File: src/rtl/debug_cmd_decoder.sv
// Debug command decoder.
// Turns the byte stream from the debug UART receiver into CPU run control,
// a breakpoint register, an instruction-memory write stream and OK-response
// requests for the UART transmitter.
//
//   state   | meaning
//   --------+-----------------------------------------------------------
//   S_IDLE  | waiting for an opcode byte
//   S_BP    | collecting the 4-byte little-endian breakpoint after RESUME
//   S_PLEN  | collecting the 2-byte little-endian word count after PROGRAM
//   S_PDATA | collecting 4-byte little-endian instruction words

module debug_cmd_decoder #(
    parameter int TIMEOUT_CYCLES = 1000000,
    parameter int PADDR_WIDTH    = 14
) (
    input  logic                   clk,
    input  logic                   rst,
    input  logic                   rx_valid,
    input  logic [7:0]             rx_data,
    input  logic                   tx_ready,
    output logic                   tx_valid,
    output logic [7:0]             tx_data,
    output logic                   cpu_pause,
    output logic                   step_pulse,
    output logic                   bp_en,
    output logic [31:0]            bp_addr,
    output logic                   prog_active,
    output logic                   prog_we,
    output logic [PADDR_WIDTH-1:0] prog_addr,
    output logic [31:0]            prog_data,
    output logic                   prog_done,
    output logic                   err_pulse
);

    localparam int              TW       = $clog2(TIMEOUT_CYCLES + 1);
    localparam logic [TW-1:0]   TMO_LOAD = TW'(TIMEOUT_CYCLES);
    localparam logic [7:0]      OP_OK    = 8'h02;

    typedef enum logic [1:0] {
        S_IDLE,
        S_BP,
        S_PLEN,
        S_PDATA
    } state_t;

    state_t                 state_q;
    logic [1:0]             byte_cnt_q;
    logic [31:0]            asm_q;
    logic [15:0]            words_left_q;
    logic [TW-1:0]          tmo_q, tmo_d;
    logic                   ok_pending_q, ok_pending_d;
    logic                   done_pend_q;
    logic                   cpu_pause_q, step_pulse_q, bp_en_q;
    logic [31:0]            bp_addr_q;
    logic                   prog_active_q, prog_we_q, prog_done_q, err_q;
    logic [PADDR_WIDTH-1:0] prog_addr_q;
    logic [31:0]            prog_data_q;

    logic [31:0] asm_word;
    logic [15:0] len_word;
    logic        ping;
    logic        tmo_fire;

    // Incoming bytes shift in from the top, so after four bytes the first
    // received byte sits in bits [7:0] (little-endian assembly).
    assign asm_word = {rx_data, asm_q[31:8]};
    assign len_word = {rx_data, asm_q[31:24]};

    // OK-request bookkeeping and the inter-byte timeout down-counter.
    always_comb begin
        ping         = rx_valid && (state_q == S_IDLE) && (rx_data == 8'h03);
        ok_pending_d = (ok_pending_q && !tx_ready) || ping;
        tmo_fire     = !rx_valid && (state_q != S_IDLE) && (tmo_q == TW'(1));
        tmo_d        = tmo_q;
        if (rx_valid || (state_q == S_IDLE)) begin
            tmo_d = TMO_LOAD;
        end else if (tmo_q != '0) begin
            tmo_d = tmo_q - TW'(1);
        end
    end

    // Protocol FSM with all outputs registered; pulses default low each cycle.
    always_ff @(posedge clk) begin
        if (rst) begin
            state_q       <= S_IDLE;
            byte_cnt_q    <= '0;
            asm_q         <= '0;
            words_left_q  <= '0;
            tmo_q         <= TMO_LOAD;
            ok_pending_q  <= 1'b0;
            done_pend_q   <= 1'b0;
            cpu_pause_q   <= 1'b1;
            step_pulse_q  <= 1'b0;
            bp_en_q       <= 1'b0;
            bp_addr_q     <= '0;
            prog_active_q <= 1'b0;
            prog_we_q     <= 1'b0;
            prog_addr_q   <= '0;
            prog_data_q   <= '0;
            prog_done_q   <= 1'b0;
            err_q         <= 1'b0;
        end else begin
            ok_pending_q <= ok_pending_d;
            tmo_q        <= tmo_d;
            step_pulse_q <= 1'b0;
            prog_we_q    <= 1'b0;
            prog_done_q  <= 1'b0;
            err_q        <= 1'b0;

            // Address advances the cycle after each write, wrapping naturally.
            if (prog_we_q) begin
                prog_addr_q <= prog_addr_q + PADDR_WIDTH'(1);
            end

            // Completion is reported one cycle after the final write.
            if (done_pend_q) begin
                prog_done_q   <= 1'b1;
                prog_active_q <= 1'b0;
                done_pend_q   <= 1'b0;
            end

            if (tmo_fire) begin
                // Abort the frame; partial data is dropped, cpu_pause untouched.
                err_q         <= 1'b1;
                state_q       <= S_IDLE;
                prog_active_q <= 1'b0;
                byte_cnt_q    <= '0;
            end else if (rx_valid) begin
                case (state_q)
                    S_IDLE: begin
                        byte_cnt_q <= '0;
                        case (rx_data)
                            8'h03: ;
                            8'h04: cpu_pause_q <= 1'b1;
                            8'h05: state_q <= S_BP;
                            8'h06: if (cpu_pause_q) step_pulse_q <= 1'b1;
                            8'h07: begin
                                state_q       <= S_PLEN;
                                prog_active_q <= 1'b1;
                                cpu_pause_q   <= 1'b1;
                            end
                            8'hFF: ;
                            default: err_q <= 1'b1;
                        endcase
                    end
                    S_BP: begin
                        asm_q      <= asm_word;
                        byte_cnt_q <= byte_cnt_q + 2'd1;
                        if (byte_cnt_q == 2'd3) begin
                            bp_addr_q   <= asm_word;
                            bp_en_q     <= (asm_word != 32'hFFFF_FFFF);
                            cpu_pause_q <= 1'b0;
                            state_q     <= S_IDLE;
                        end
                    end
                    S_PLEN: begin
                        asm_q <= asm_word;
                        if (byte_cnt_q == 2'd1) begin
                            words_left_q <= len_word;
                            prog_addr_q  <= '0;
                            byte_cnt_q   <= '0;
                            if (len_word == 16'd0) begin
                                prog_done_q   <= 1'b1;
                                prog_active_q <= 1'b0;
                                state_q       <= S_IDLE;
                            end else begin
                                state_q <= S_PDATA;
                            end
                        end else begin
                            byte_cnt_q <= byte_cnt_q + 2'd1;
                        end
                    end
                    S_PDATA: begin
                        asm_q      <= asm_word;
                        byte_cnt_q <= byte_cnt_q + 2'd1;
                        if (byte_cnt_q == 2'd3) begin
                            prog_we_q    <= 1'b1;
                            prog_data_q  <= asm_word;
                            words_left_q <= words_left_q - 16'd1;
                            if (words_left_q == 16'd1) begin
                                state_q     <= S_IDLE;
                                done_pend_q <= 1'b1;
                            end
                        end
                    end
                    default: state_q <= S_IDLE;
                endcase
            end
        end
    end

    assign tx_valid    = ok_pending_q;
    assign tx_data     = OP_OK;
    assign cpu_pause   = cpu_pause_q;
    assign step_pulse  = step_pulse_q;
    assign bp_en       = bp_en_q;
    assign bp_addr     = bp_addr_q;
    assign prog_active = prog_active_q;
    assign prog_we     = prog_we_q;
    assign prog_addr   = prog_addr_q;
    assign prog_data   = prog_data_q;
    assign prog_done   = prog_done_q;
    assign err_pulse   = err_q;

endmodule

File: config.mk
export PLATFORM = sky130hd
export DESIGN_NAME = debug_cmd_decoder
export DESIGN_NICKNAME = d
export VERILOG_FILES = /design/src/rtl/debug_cmd_decoder.sv
export SDC_FILE = /design/constraint.sdc
export NUM_CORES = 1
export LEC_CHECK = 0
export CORE_ASPECT_RATIO = 1.1
export CORE_MARGIN = 2
export CORE_UTILIZATION = 53
export DETAILED_ROUTE_END_ITERATION = 10
export GPL_TIMING_DRIVEN = 0
export HOLD_SLACK_MARGIN = 0.15
export PLACE_DENSITY_LB_ADDON = 0.2
export SKIP_LAST_GASP = 1
export SLEW_MARGIN = 20
export SYNTH_ARGS = -nofsm -noshare
export SYNTH_HDL_FRONTEND = slang
export SYNTH_SLANG_ARGS = --single-unit
File: constraint.sdc
create_clock -name clk -period 2.14 [get_ports clk]
set_input_delay 0.428 -clock clk [delete_from_list [all_inputs] [get_ports clk]]
set_output_delay 0.428 -clock clk [all_outputs]
set_load 0.02 [all_outputs]
[Word-level counts from Yosys, hierarchy flattened]
Cells that the tools add are included.
Storage, ports and cells
  bits in registers: 159
  logic and storage cells: 116
Operators by class
  $add $sub $neg: 4
  equality and inequality tests: 20
  mux-type cells: 39
  bitwise logic cells: 6
  reduce and logical (&&, ||, !) cells: 30
Operators by type and width (count)
  14-bit two-way mux: 5
  8-bit by 3-bit == test with 1-bit output, second input constant: 4
  16-bit two-way mux: 2
  32-bit inequality test, second input constant: 1
  16-bit case mux with 2 select lines: 1
  20-bit by 1-bit == test with 1-bit output, second input constant: 1
  1-bit two-way mux: 20
  20-bit nonzero test: 1
  20-bit by 1-bit subtractor with 20-bit output, second input constant: 1
  16-bit by 1-bit == test with 1-bit output, second input constant: 1
  16-bit logical NOT: 1
  16-bit by 1-bit subtractor with 16-bit output, second input constant: 1
  14-bit by 1-bit adder with 14-bit output, second input constant: 1
  2-bit two-way mux: 6
  2-bit inequality test, second input constant: 5
  5-bit AND reduction: 2
  5-bit OR reduction: 2
  8-bit by 2-bit == test with 1-bit output, second input constant: 1
  8-bit == test, second input constant: 1
  2-bit case mux with 4 select lines: 1
  4-bit AND reduction: 2
  2-bit OR reduction: 4
  2-bit == test, second input constant: 3
  1-bit NOT: 6
  other kinds (16): 26

[Logic depth before layout (Yosys ltp)]
  word-level depth: 6
  depth in mapped cells: 8
  mapped depth without buffers: 7

[Worst setup path before layout]
Ideal clock, no wire load.
  kind: register -> register
  start: reg tmo_q[0]
  end: reg tmo_q[9]
  setup time: 0.139 ns
  data arrival time: 1.516 ns
  data required time: 2.001 ns
  setup slack: 0.485 ns
  cell stages (with the launch flop): 8
  period minus slack after synthesis: 1.655 ns
  cell sequence: dfxtp_1 -> inv_1 -> ha_1 -> nor3b_2 -> nand3_4 -> o2111ai_1 -> xor2_1 -> nand2_1
Between the ends
  cells in the longest elaborated chain, start to end: 1
Ends and longest elaborated chain
  from (decl): RTL line 51  | logic [TW-1:0] tmo_q, tmo_d;
  from (signal assigned): RTL line 105  | tmo_q <= tmo_d;
  20-bit by 1-bit subtractor with 20-bit output / 20-bit nonzero test (equally long branches): RTL line 79, 78
Parallel ways exist; a longest one is shown, timed or not.
A chain may end at the register's enable or synchronous reset.

[Worst setup path after layout]
  start: in rx_data[4]
  end: reg state_q[1]
Between the ends
  cells in the longest elaborated chain, start to end: 4
Ends and longest elaborated chain
  from (decl): RTL line 20  | input logic [7:0] rx_data,
  16-bit logical NOT: RTL line 163  | if (len_word == 16'd0) begin
  2-bit two-way mux: RTL line 163
  2-bit two-way mux: RTL line 159  | if (byte_cnt_q == 2'd1) begin
  2-bit case mux with 4 select lines: RTL line 130  | case (state_q)
  to (signal assigned): RTL line 136  | 8'h05: state_q <= S_BP;
  to (signal assigned): RTL line 166  | state_q <= S_IDLE;
  to (signal assigned): RTL line 168  | state_q <= S_PDATA;
  to (decl): RTL line 47  | state_t state_q;
Parallel ways exist; a longest one is shown, timed or not. The select of a mux whose other input is x is not followed.

==> results.cfg <==
[outcome]
outcome = finished clean

[worst_setup_path]
r2r_end = words_left_q[8]
critPathLaunch = rx_data[4]
cp_slowest_cell = clkdlybuf4s50_1
path_max_fanout = 6
arrival_ps = 2380
end_kind = flip-flop
slowest_delay_ps = 590
ff2ff_setup_slack_ps = 120
cp_data_required_time_ps = 2480
reg2reg_from = state_q[1]
reg2reg_depth = 5
start_kind = input pin
crit_chain = clkdlybuf4s50_1 -> nor4_4 -> nand3b_1 -> nor4_1 -> nor2b_1 -> a211oi_1
path_class = input pin to flip-flop

[floorplan]
die_w_um = 110
core_area_um2 = 12000
rows = 42
die_h_um = 120
io_pins = 106
dieArea_um2 = 13200
start_util_pct = 54.3

[synthesis]
syn_area_um2 = 6530
ys_ff_latch = 151
synth.most_common_cell = nand2_1
synth_ff_type = dfxtp_1
yosys_warnings = 0
synth_common_cells = nand2_1 (215), dfxtp_1 (151), a21oi_1 (115), nor2_1 (67), clkbuf_1 (38)
ys_top_cells_by_area = dfxtp_1 (46%), nand2_1 (12%), a21oi_1 (8.8%), nor2_1 (3.9%), clkbuf_1 (2.2%)
synth_top_cell_by_area = dfxtp_1
synth-seq-area-share_pct = 46.3
synthCells = 820
synth_top_cell_area_share_pct = 46.3
synthArstFlopShare_pct = 0
synth_edf_count = 0
syn_area_per_cell_um2 = 7.96
yosys.cell_types.count = 65

[timing]
worst_pin_slew_ps = 664
layout_setup_ws_ps = 99.0
setup_viol = 0
skew_ps = 7.96
rsz0062_at_grt = true
relSlewSlack_pct = 55.4
whs_ps = 310
slew_violations = 0
max_freq_mhz = 490
post-route-min-period_ps = 2040
post-route-period-util_pct = 95.4
hold_viol_final = 0

[global_routing]
grt_max_degree = 17
antenna_found_initial = 0
grt-ovfl-total = 0
grt_pass1_wl_um = 27200
track_usage_pct = 26.5
grt_pass1_vias = 5506

[cts]
cts_tree = yes
cts_sinks = 151
root_buffer = clkbuf_16
clk_latency_ps = 430
cts_buffers = 17
cts.path.max_buffers = 2
post_cts_buffers = 0
ctsHoldBuffers = 0
cts.htree.levels = 4
post_cts_resized = 2
clk_pin_slew_ps = 60

[pwr]
p_per_area_nw_per_um2 = 687
leakagePower_uw = 0.00274
p_sw_uw = 1210
p_seq_share_pct = 50.0
combPwrFrac_pct = 3.0
fin_total_pwr_uw = 5640
p_int_uw = 4440
switching_share_pct = 21.4
irDropWorstVdd_mv = 0.493
clockPowerShare_pct = 47.1

[cells_and_area]
diodes = 0
instances_no_fill = 1100
final_nets = 957
postLayoutCoreUtil_pct = 68.2
area_delta_synth_final_pct = 25.8
drive_above_1_share_pct = 7.93

[drt]
via_count = 6121
dr.pass1.iters = 5
wl_per_cell_um = 15.5
vias_per_cell = 5.56
drtAntennaViolNets = 0
drt_wl_total_um = 17000
drt_iter0_markers = 447
drc = 0

[placed_design]
hpwlAfterDp_um = 11800
portBuffers = 93
routabilityCongestion = 0.893
preCtsSetupSlack_ps = -473
dp_cells = 1073

[min_path]
worstHoldPathType = input pin to flip-flop
holdPathEnd = bp_addr[26]
whs_path_depth = 3
worstHoldStart = rx_data[2]

[job]
maxCapViolations = 0
[logic make-up (layout without fill, tap and decap cells)]
logic type | count (synthesis) | count (layout) | share of synthesized area [%]
other | 2 | 8 | 0.115
XOR/XNOR | 27 | 27 | 3.62
flip-flops | 151 | 151 | 46.3
adder cells (fa/ha/maj) | 8 | 8 | 1.53
AND/OR/NAND/NOR | 385 | 385 | 28.0
multiplexers | 4 | 4 | 0.632
buffers and inverters | 71 | 191 | 4.93
AO/OA/AOI/OAI | 172 | 172 | 14.9
[layer usage]
metal | track usage (%) | routed length (um)
met5 | 0 | 0
met4 | 12.1 | 491
met3 | 5.18 | 1130
met2 | 40.9 | 8010
met1 | 35.6 | 7420
[flip-flops by register name (all words and copies together), names as in the netlist]
name,count
byte_cnt_q,2
step_pulse,1
prog_done,1
tmo_q,20
prog_we,1
prog_data,32
tx_valid,1
done_pend_q,1
err_pulse,1
bp_addr,32
prog_active,1
prog_addr,14
words_left_q,16
cpu_pause,1
asm_q,24
bp_en,1
state_q,2
[how the worst max path moves through the flow]
stage / endpoint / cells after the start
finish: state_q[1] / 6
global route: prog_data[25] / 6
CTS: words_left_q[13] / 6
global placement: prog_data[22] / 6
detailed placement: prog_data[22] / 6
floorplan: tmo_q[9] / 7
[power groups by stage]
stage | combinational, uW | sequential, uW | clock [uW]
after floorplan | 104 | 2880 | 0
after global placement | 164 | 2880 | 0
after detailed placement | 164 | 2880 | 0
after CTS | 165 | 2820 | 2680
after global routing | 179 | 2820 | 2800
final | 167 | 2820 | 2660
[per-stage QoR]
step                      area [um^2]  TNS, ps
final                            8210        0
after global placement           7670   -38650
after global routing             8210    -94.6
after floorplan                  6550        0
after CTS                        8200        0
after detailed placement         7670   -39480
[critical path, delay by kind of cell]
family / cells / cell delay (ps)
AND/OR/NAND/NOR: 4 / 1120
buffers and inverters: 1 / 590
AO/OA/AOI/OAI: 1 / 250
[layout make-up]
type                    instances  area [um^2]
repair buffers                 93          931
inverters                      13         48.8
clock buffers                  24          492
clock inverters                 4         22.5
fillers                      1025         3820
well taps                     154          193
multi-input cells             604         3230
flip-flops and latches        151         3020
plain buffers                  57          273
[layout by cell type (no fill, tap or decap), drive strengths merged, types with 12 or more instances in the layout]
cell	Yosys	routed
a21oi	115	115
buf	19	19
clkbuf	39	62
clkdlybuf4s50	0	93
dfxtp	151	151
inv	13	13
nand2	216	216
nand3	19	19
nand4	16	16
nor2	68	68
nor3	12	12
nor4	16	16
o21ai	24	24
xnor2	13	13
xor2	14	14
(Power assumes the default switching activity.)
